<file path="config.mk">
export PLATFORM = sky130hd
export DESIGN_NAME = fetch_sequencer
export DESIGN_NICKNAME = d
export VERILOG_FILES = /design/src/rtl/fetch_ctrl_pkg.sv /design/src/rtl/fetch_skid_fifo.sv /design/src/rtl/fetch_sequencer.sv
export SDC_FILE = /design/constraint.sdc
export NUM_CORES = 1
export LEC_CHECK = 0
export ABC_CLOCK_PERIOD_IN_PS = 7500
export CAP_MARGIN = 10
export CORE_ASPECT_RATIO = 2
export CORE_MARGIN = 2
export CORE_UTILIZATION = 50
export CTS_CLUSTER_DIAMETER = 150
export DETAILED_ROUTE_END_ITERATION = 10
export PLACE_DENSITY = 0.8
export SLEW_MARGIN = 20
export SYNTH_ARGS = -nofsm -noshare
export SYNTH_HDL_FRONTEND = slang
export SYNTH_SLANG_ARGS = --single-unit
</file>
<file path="constraint.sdc">
create_clock -name clk -period 7.5 [get_ports clk]
set_input_delay 1.5 -clock clk [delete_from_list [all_inputs] [get_ports clk]]
set_output_delay 1.5 -clock clk [all_outputs]
set_load 0.01 [all_outputs]
</file>
<file path="src/rtl/fetch_ctrl_pkg.sv">
// Shared constants for the fetch sequencer: FSM encodings, instruction width
// and skid-buffer depth.
package fetch_ctrl_pkg;

  localparam int INSTR_W   = 32;
  localparam int BUF_DEPTH = 2;

  typedef logic [1:0] fetch_state_t;

  localparam fetch_state_t ST_IDLE  = 2'd0;
  localparam fetch_state_t ST_FETCH = 2'd1;
  localparam fetch_state_t ST_DRAIN = 2'd2;
  localparam fetch_state_t ST_HALT  = 2'd3;

endpackage

</file>
<file path="src/rtl/fetch_skid_fifo.sv">
// Two-entry register FIFO holding {instr, pc}; head is always in head_q so the
// output is a pure register read.
module fetch_skid_fifo
  import fetch_ctrl_pkg::*;
#(
  parameter int W = 64
) (
  input  logic         clk,
  input  logic         rst,
  input  logic         push,
  input  logic         pop,
  input  logic         flush,
  input  logic [W-1:0] din,
  output logic [W-1:0] dout,
  output logic         full,
  output logic         empty
);

  logic [1:0]   count_q;
  logic [W-1:0] head_q;
  logic [W-1:0] tail_q;

  assign dout  = head_q;
  assign full  = (count_q == 2'(BUF_DEPTH));
  assign empty = (count_q == 2'd0);

  always_ff @(posedge clk or posedge rst) begin
    if (rst) begin
      count_q <= 2'd0;
      head_q  <= '0;
      tail_q  <= '0;
    end else if (flush) begin
      count_q <= 2'd0;
    end else begin
      case ({push, pop})
        2'b10: begin
          if (count_q == 2'd0) head_q <= din;
          else                 tail_q <= din;
          count_q <= count_q + 2'd1;
        end
        2'b01: begin
          head_q  <= tail_q;
          count_q <= count_q - 2'd1;
        end
        // Simultaneous push/pop: occupancy unchanged, new word lands behind
        // whatever survives the pop.
        2'b11: begin
          if (count_q == 2'd1) begin
            head_q <= din;
          end else begin
            head_q <= tail_q;
            tail_q <= din;
          end
        end
        default: ;
      endcase
    end
  end

endmodule

</file>
<file path="src/rtl/fetch_sequencer.sv">
// Instruction-fetch controller: owns the PC, buffers fetched words in a 2-entry
// skid FIFO, handles redirects and halts past end of memory.
// Optional perf counters enabled by defining FETCH_PERF_CNT_EN.
module fetch_sequencer
  import fetch_ctrl_pkg::*;
#(
  parameter int IMEM_DEPTH = 3,
  parameter int PC_W       = 32,
  parameter int RESET_PC   = 0
) (
  input  logic               clk,
  input  logic               rst,
  input  logic               start,
  output logic [PC_W-1:0]    imem_addr,
  input  logic [INSTR_W-1:0] imem_data,
  output logic               if_valid,
  input  logic               if_ready,
  output logic [INSTR_W-1:0] if_instr,
  output logic [PC_W-1:0]    if_pc,
  input  logic               redirect_valid,
  input  logic [PC_W-1:0]    redirect_pc,
  output logic               halted,
  output logic [1:0]         dbg_state
`ifdef FETCH_PERF_CNT_EN
  ,
  output logic [31:0]        fetch_count,
  output logic [31:0]        stall_count
`endif
);

  localparam logic [PC_W-1:0] LAST_PC  = PC_W'(IMEM_DEPTH - 1);
  localparam logic [PC_W-1:0] DEPTH_PC = PC_W'(IMEM_DEPTH);

  fetch_state_t state_q, state_d;
  logic [PC_W-1:0] pc_q;
  logic push, pop, redirect_acc, pc_in_range;
  logic fifo_full, fifo_empty;
  logic [INSTR_W+PC_W-1:0] fifo_dout;

  // Handshake: a word transfers to decode on any cycle where if_valid && if_ready
  // are both high at the rising edge; if_valid never depends on if_ready.
  assign pop         = if_valid && if_ready;
  assign if_valid    = !fifo_empty;
  assign imem_addr   = pc_q;
  assign dbg_state   = state_q;
  assign pc_in_range = (pc_q < DEPTH_PC);
  assign {if_instr, if_pc} = fifo_dout;

  always_ff @(posedge clk or posedge rst) begin
    if (rst) state_q <= ST_IDLE;
    else     state_q <= state_d;
  end

  always_comb begin
    state_d = state_q;
    case (state_q)
      ST_IDLE:  if (start) state_d = ST_FETCH;
      ST_FETCH: begin
        if (redirect_acc)                               state_d = ST_FETCH;
        else if ((push && pc_q == LAST_PC) || !pc_in_range) state_d = ST_DRAIN;
      end
      ST_DRAIN: begin
        if (redirect_acc)    state_d = ST_FETCH;
        else if (fifo_empty) state_d = ST_HALT;
      end
      ST_HALT:  if (redirect_acc) state_d = ST_FETCH;
      default:  state_d = ST_IDLE;
    endcase
  end

  // Redirect wins over a same-cycle push; out-of-range pc is never pushed.
  always_comb begin
    redirect_acc = redirect_valid && (state_q != ST_IDLE);
    push         = (state_q == ST_FETCH) && !redirect_acc && pc_in_range &&
                   (!fifo_full || pop);
    halted       = (state_q == ST_HALT);
  end

  always_ff @(posedge clk or posedge rst) begin
    if (rst)               pc_q <= PC_W'(RESET_PC);
    else if (redirect_acc) pc_q <= redirect_pc;
    else if (push)         pc_q <= pc_q + 1'b1;
  end

  fetch_skid_fifo #(.W(INSTR_W + PC_W)) u_fifo (
    .clk   (clk),
    .rst   (rst),
    .push  (push),
    .pop   (pop),
    .flush (redirect_acc),
    .din   ({imem_data, pc_q}),
    .dout  (fifo_dout),
    .full  (fifo_full),
    .empty (fifo_empty)
  );

`ifdef FETCH_PERF_CNT_EN
  always_ff @(posedge clk or posedge rst) begin
    if (rst) begin
      fetch_count <= '0;
      stall_count <= '0;
    end else begin
      if (push && fetch_count != 32'hFFFF_FFFF)
        fetch_count <= fetch_count + 32'd1;
      if (if_valid && !if_ready && stall_count != 32'hFFFF_FFFF)
        stall_count <= stall_count + 32'd1;
    end
  end
`endif

endmodule

</file>
# [Word level (Yosys, flattened, before mapping)]
# Cells that the tools add are included.
[word_totals] output_inout_bits=100 register_bits=164 wordCells=65
[op_classes] eq_ne=16 n_mux=17 reduce_logical=22 n_bitwise=1 order_cmp=1 addsub=3
[ops] cell="two-way mux 64 bit" count=4
[ops] cell="one-hot mux 64 bit (3 select lines)" count=1
[ops] cell="one-hot mux 64 bit (2 select lines)" count=1
[ops] cell="two-way mux 32 bit" count=2
[ops] cell="adder 32 x 1 -> 32 bit (second input constant)" count=1
[ops] cell="== test 32 x 2 -> 1 bit (second input constant)" count=1
[ops] cell="< comparator 32 x 2 -> 1 bit (second input constant)" count=1
[ops] cell="two-way mux 2 bit" count=7
[ops] cell="== test 2 bit (second input constant)" count=5
[ops] cell="!= test 2 bit (second input constant)" count=4
[ops] cell="one-hot mux 2 bit (4 select lines)" count=1
[ops] cell="AND reduction 4 bit" count=2
[ops] cell="== test 2 x 1 -> 1 bit (second input constant)" count=3
[ops] cell="logical AND 1 bit" count=6
[ops] cell="!= test 3 bit (second input constant)" count=2
[ops] cell="nonzero test 2 bit" count=3
[ops] cell="nonzero test 3 bit" count=2
[ops] cell="logical NOT 1 bit" count=4
[ops] cell="logical NOT 2 bit" count=2
[ops] cell="one-hot mux 2 bit (2 select lines)" count=1
[ops] cell="AND reduction 3 bit" count=1
[ops] cell="adder 2 x 1 -> 2 bit (second input constant)" count=1
[ops] cell="logical OR 1 bit" count=2
[ops] cell="!= test 2 x 1 -> 1 bit (second input constant)" count=1
[ops] cell="2 further kinds" count=2

# [Longest topological paths before layout]
[logic_depth] ltp_word=11 ltp_mapped=10 ltp_nobuf=7

# [By module]
# Synthesis repeated with hierarchy kept, for this count alone.
[hier_totals] cells_unflattened=542 hier_area_um2=7642.3
[by_module_without_submodules] module="fetch_skid_fifo" n_inst=1 seq_area_each_um2=3253.1 area_per_inst_um2=6090.8 cells_per_inst=364
[by_module_without_submodules] module="fetch_sequencer" n_inst=1 seq_area_each_um2=850.8 area_per_inst_um2=1551.5 cells_per_inst=178

# [Least setup slack after synthesis]
# Ideal clock, no wire load.
[synth_path] path_kind="input to register" from="input redirect_valid" to="register u_fifo.head_q[0] (netlist: u_fifo.dout[0])" required_ns=7.372 n_path_buf=2 cell_stages=7 arrival_ns=3.610 slack_ns=3.762 cell_sequence="nor2b_1 -> clkbuf_1 -> or4b_4 -> o41ai_4 -> buf_6 -> mux2_1 -> mux2_1"
[synth_via] elab_chain_len=8 word_cells_on_any_way=13
[synth_rtl] element="from (decl)" line="fetch_sequencer.sv:20" rtl="input logic redirect_valid,"
[synth_rtl] element="logical AND 1 bit *" line="fetch_sequencer.sv:73" rtl="redirect_acc = redirect_valid && (state_q != ST_IDLE);"
[synth_rtl] element="logical NOT 1 bit" line="fetch_sequencer.sv:74" rtl="push = (state_q == ST_FETCH) && !redirect_acc && pc_in_range &&"
[synth_rtl] element="logical AND 1 bit (3 in a row)" line="fetch_sequencer.sv:74"
[synth_rtl] element="== test 2 bit / == test 2 x 1 -> 1 bit (equally long branches)" line="fetch_skid_fifo.sv:35" rtl="case ({push, pop})"
[synth_rtl] element="!= test 2 bit (no source line) / nonzero test 3 bit (equally long branches)"
[synth_rtl] element="AND reduction 3 bit (no source line)"
[synth_rtl] element="to (signal assigned)" line="fetch_skid_fifo.sv:37" rtl="if (count_q == 2'd0) head_q <= din;"
[synth_rtl] element="to (signal assigned)" line="fetch_skid_fifo.sv:42" rtl="head_q <= tail_q;"
[synth_rtl] element="to (signal assigned)" line="fetch_skid_fifo.sv:49" rtl="head_q <= din;"
[synth_rtl] element="to (decl)" line="fetch_skid_fifo.sv:20" rtl="logic [W-1:0] head_q;"
# Mark *: on every way between the ends. The rest lies on a longest branch, timed or not.
# A chain may end at the register's enable or synchronous reset.

# [Worst setup path after layout]
[layout_path] from="input redirect_valid" to="register u_fifo.tail_q[54]"
[layout_via] elab_chain_len=8 word_cells_on_any_way=13
[layout_rtl] element="logical AND 1 bit *" line="fetch_sequencer.sv:73"
[layout_rtl] element="logical NOT 1 bit" line="fetch_sequencer.sv:74"
[layout_rtl] element="logical AND 1 bit (3 in a row)" line="fetch_sequencer.sv:74"
[layout_rtl] element="== test 2 bit" line="fetch_skid_fifo.sv:35"
[layout_rtl] element="!= test 2 bit (no source line) / nonzero test 2 bit (equally long branches)"
[layout_rtl] element="AND reduction 4 bit (no source line)"
[layout_rtl] element="to (signal assigned)" line="fetch_skid_fifo.sv:38" rtl="else tail_q <= din;"
[layout_rtl] element="to (signal assigned)" line="fetch_skid_fifo.sv:52" rtl="tail_q <= din;"
[layout_rtl] element="to (decl)" line="fetch_skid_fifo.sv:21" rtl="logic [W-1:0] tail_q;"
# Marks and branches as above.

==> flow_summary.toml <==
[run_status]
status = "complete, no violations"

[finish]
nFillCells = 997
num_antenna_cells = 0
finalNetCount = 750
drive_above_1_share_pct = 27.15
utilization_pct = 68.75
synthToLayoutAreaGrowth_pct = 34.41

[timing]
timing.final.crit_share_pct = 54.49
final_max_slew_viol_count = 0
max-slew-margin-rel_pct = 39.57
hold_viol = 0
setup_viol = 0
final.min_clock_period_ps = 4087
grt_setup_unrepaired = "false"
fmax_mhz = 244.7
setup_ws_ps = 3413
worst_pin_slew_ps = 906.5
finalSetupTns_ps = 0
finClkSkew_ps = 11.61
whs_ps = 486.6

[power_and_ir_drop]
vdd_drop_max_mv = 0.2832
power_density_nw_per_um2 = 379.6
switchingPower_mw = 1.169
pwr-share-seq_pct = 37.3
pwr-share-clk_pct = 24.1
power_frac_comb_pct = 38.6
p_leak_nw = 4.277
p_int_mw = 2.476
p_total_mw = 3.645
switching_share_pct = 32.06

[clocking]
htree_num_levels = 4
hold_buffers = 0
cts_root_buffer = "clkbuf_16"
clockBufferDepth = 2
cts_sinks = 164
clk_pin_slew_ps = 70
post_cts_buffers = 0
cts_resized = 0
cts_tree = "yes"
numCtsBuffers = 17
clkLatencyLatePin_ps = 420

[drt]
first_pass_iters = 4
drc = 0
drt-wirelength-per-cell_um = 18.15
num_vias = 4619
first_iter_violations = 149
avgViaCountPerCell = 5.285
antenna_left = 0
drt-total-wl_mm = 15.87

[die]
std_cell_rows = 61
start_util_pct = 51.15
die_w_um = 88.53
dieArea_um2 = 15320
io_pins = 169
coreArea_um2 = 13970
die_h_um = 173.1

[min_path]
min-delay-start = "u_fifo.dout[58]"
hold_class = "register to register"

[setup_path]
worstPathArrival_ps = 4390
start_kind = "input port"
r2r-start = "imem_addr[0]"
worst-setup-path-type = "input port to register"
worstSetupStartpoint = "redirect_valid"
cp-end-kind = "register"
critPathRequiredTime_ps = 7800
path_max_fanout = 47

[synthesis]
yosysWarnings = 0
synthFlopType = "dfrtp_1"
synthCells = 504
synth_edf_count = 0
async_flop_share_pct = 100.0
yosys-top-cells-area = "dfrtp_1, mux2_2, mux2_1, nor2b_1, ha_1"
synth_cell_types = 36
synth_most_common_cell = "dfrtp_1"
synth_nets = 582
synth_top_area_share_pct = 57.44
netlist_top_cells_count = "dfrtp_1, mux2_2, mux2_1"
synth_area_per_cell_um2 = 14.18
ys_seq_area_share_pct = 57.44
netlist_area_um2 = 7144
synth-seq-cells = 164
yosys.area.top_type = "dfrtp_1"

[placement]
post-dp-hpwl_mm = 11.18
place_ws_ps = 2963
gp_congestion = 0.8205
portBuffers = 168

[global_route]
grt_start_max_net_pins = 104
antenna_found_initial = 0
grt_overflow = 0
grt_pass1_wl_mm = 26.01
grt_pass1_vias = 5029
grt_usage_pct = 21.91

[job]
maxCapViolCount = 0
[power groups by stage]
| stage | registers (mW) | clock network [mW] | logic [mW] |
|---|---|---|---|
| after floorplan | 1.45 | 0 | 0.596 |
| after global placement | 1.37 | 0 | 1.39 |
| after detailed placement | 1.38 | 0 | 1.42 |
| after CTS | 1.37 | 0.899 | 1.43 |
| after global routing | 1.40 | 0.930 | 1.52 |
| final | 1.36 | 0.879 | 1.41 |
[layout make-up]
class | count | area (um2) | share of cell area [%]
Clock buffer | 17 | 425.4 | 4.430
Tap cell | 189 | 236.5 | 2.463
Inverter | 8 | 35.03 | 0.3648
Clock inverter | 15 | 183.9 | 1.915
Multi-Input combinational cell | 307 | 2892 | 30.11
Timing Repair Buffer | 174 | 1727 | 17.98
Sequential cell | 164 | 4104 | 42.74
[critical path, stage by stage]
cell and delay [ps]:
clkdlybuf4s50_1 420, nor2b_4 140, or4b_4 520, nor3_2 310, and3_2 500, buf_4 570, mux2_2 400
[logic make-up after synthesis]
group           share of synthesized area [%]
xor+xnor                               0.1226
mux                                     29.12
simple gates                            6.970
flops                                   57.44
buf+inv                                 2.504
compound gates                          2.259
fa+ha+maj                               1.576
[path summary, 6_finish.rpt]
path	endpoint	slack [ps]	cells past startpoint
setup / recovery	u_fifo.tail_q[54]	3410	7
hold / removal	u_fifo.dout[58]	490	1
setup reg to reg	u_fifo.tail_q[54]	4010	7
hold reg to reg	u_fifo.dout[58]	490	1
max in group asynchronous	u_fifo.dout[15]	4510	3
min in group asynchronous	u_fifo.dout[61]	1670	2
[flip-flops by register name, indices dropped and copies added, names as in the netlist]
name            cells
u_fifo.dout        64
u_fifo.tail_q      64
imem_addr          32
dbg_state           2
u_fifo.count_q      2
[stage by stage]
| step | cell area, um2 | std cells |
|---|---|---|
| 2_1_floorplan | 7144 | 504 |
| 3_3_place_gp | 8991 | 842 |
| 3_5_place_dp | 8991 | 842 |
| 4_1_cts | 9600 | 874 |
| 5_1_grt | 9603 | 874 |
| 6_report | 9603 | 874 |
[placed cells by master (no fill, tap or decap), types with 2 or more instances in the layout]
| cell | instances |
|---|---|
| mux2_1 | 44 |
| mux2_2 | 139 |
| clkdlybuf4s50_1 | 168 |
| ha_1 | 9 |
| o21ai_0 | 14 |
| clkinv_4 | 2 |
| dfrtp_1 | 164 |
| nor2_1 | 7 |
| nor4b_1 | 2 |
| inv_6 | 5 |
| nor3_1 | 2 |
| nand2b_1 | 2 |
| a21oi_1 | 3 |
| nand2_1 | 25 |
| nor4_1 | 6 |
| mux2i_1 | 2 |
| clkbuf_16 | 17 |
| inv_8 | 4 |
| buf_4 | 6 |
| inv_1 | 7 |
| nor2b_1 | 30 |
| and4_1 | 3 |
| clkinv_8 | 3 |
[layer usage]
metal / track usage [%] / wire length (um)
met1: 25.27 / 6014
met2: 38.35 / 8695
met3: 4.582 / 627
met4: 9.028 / 527
met5: 0 / 0
(Power assumes the default switching activity.)
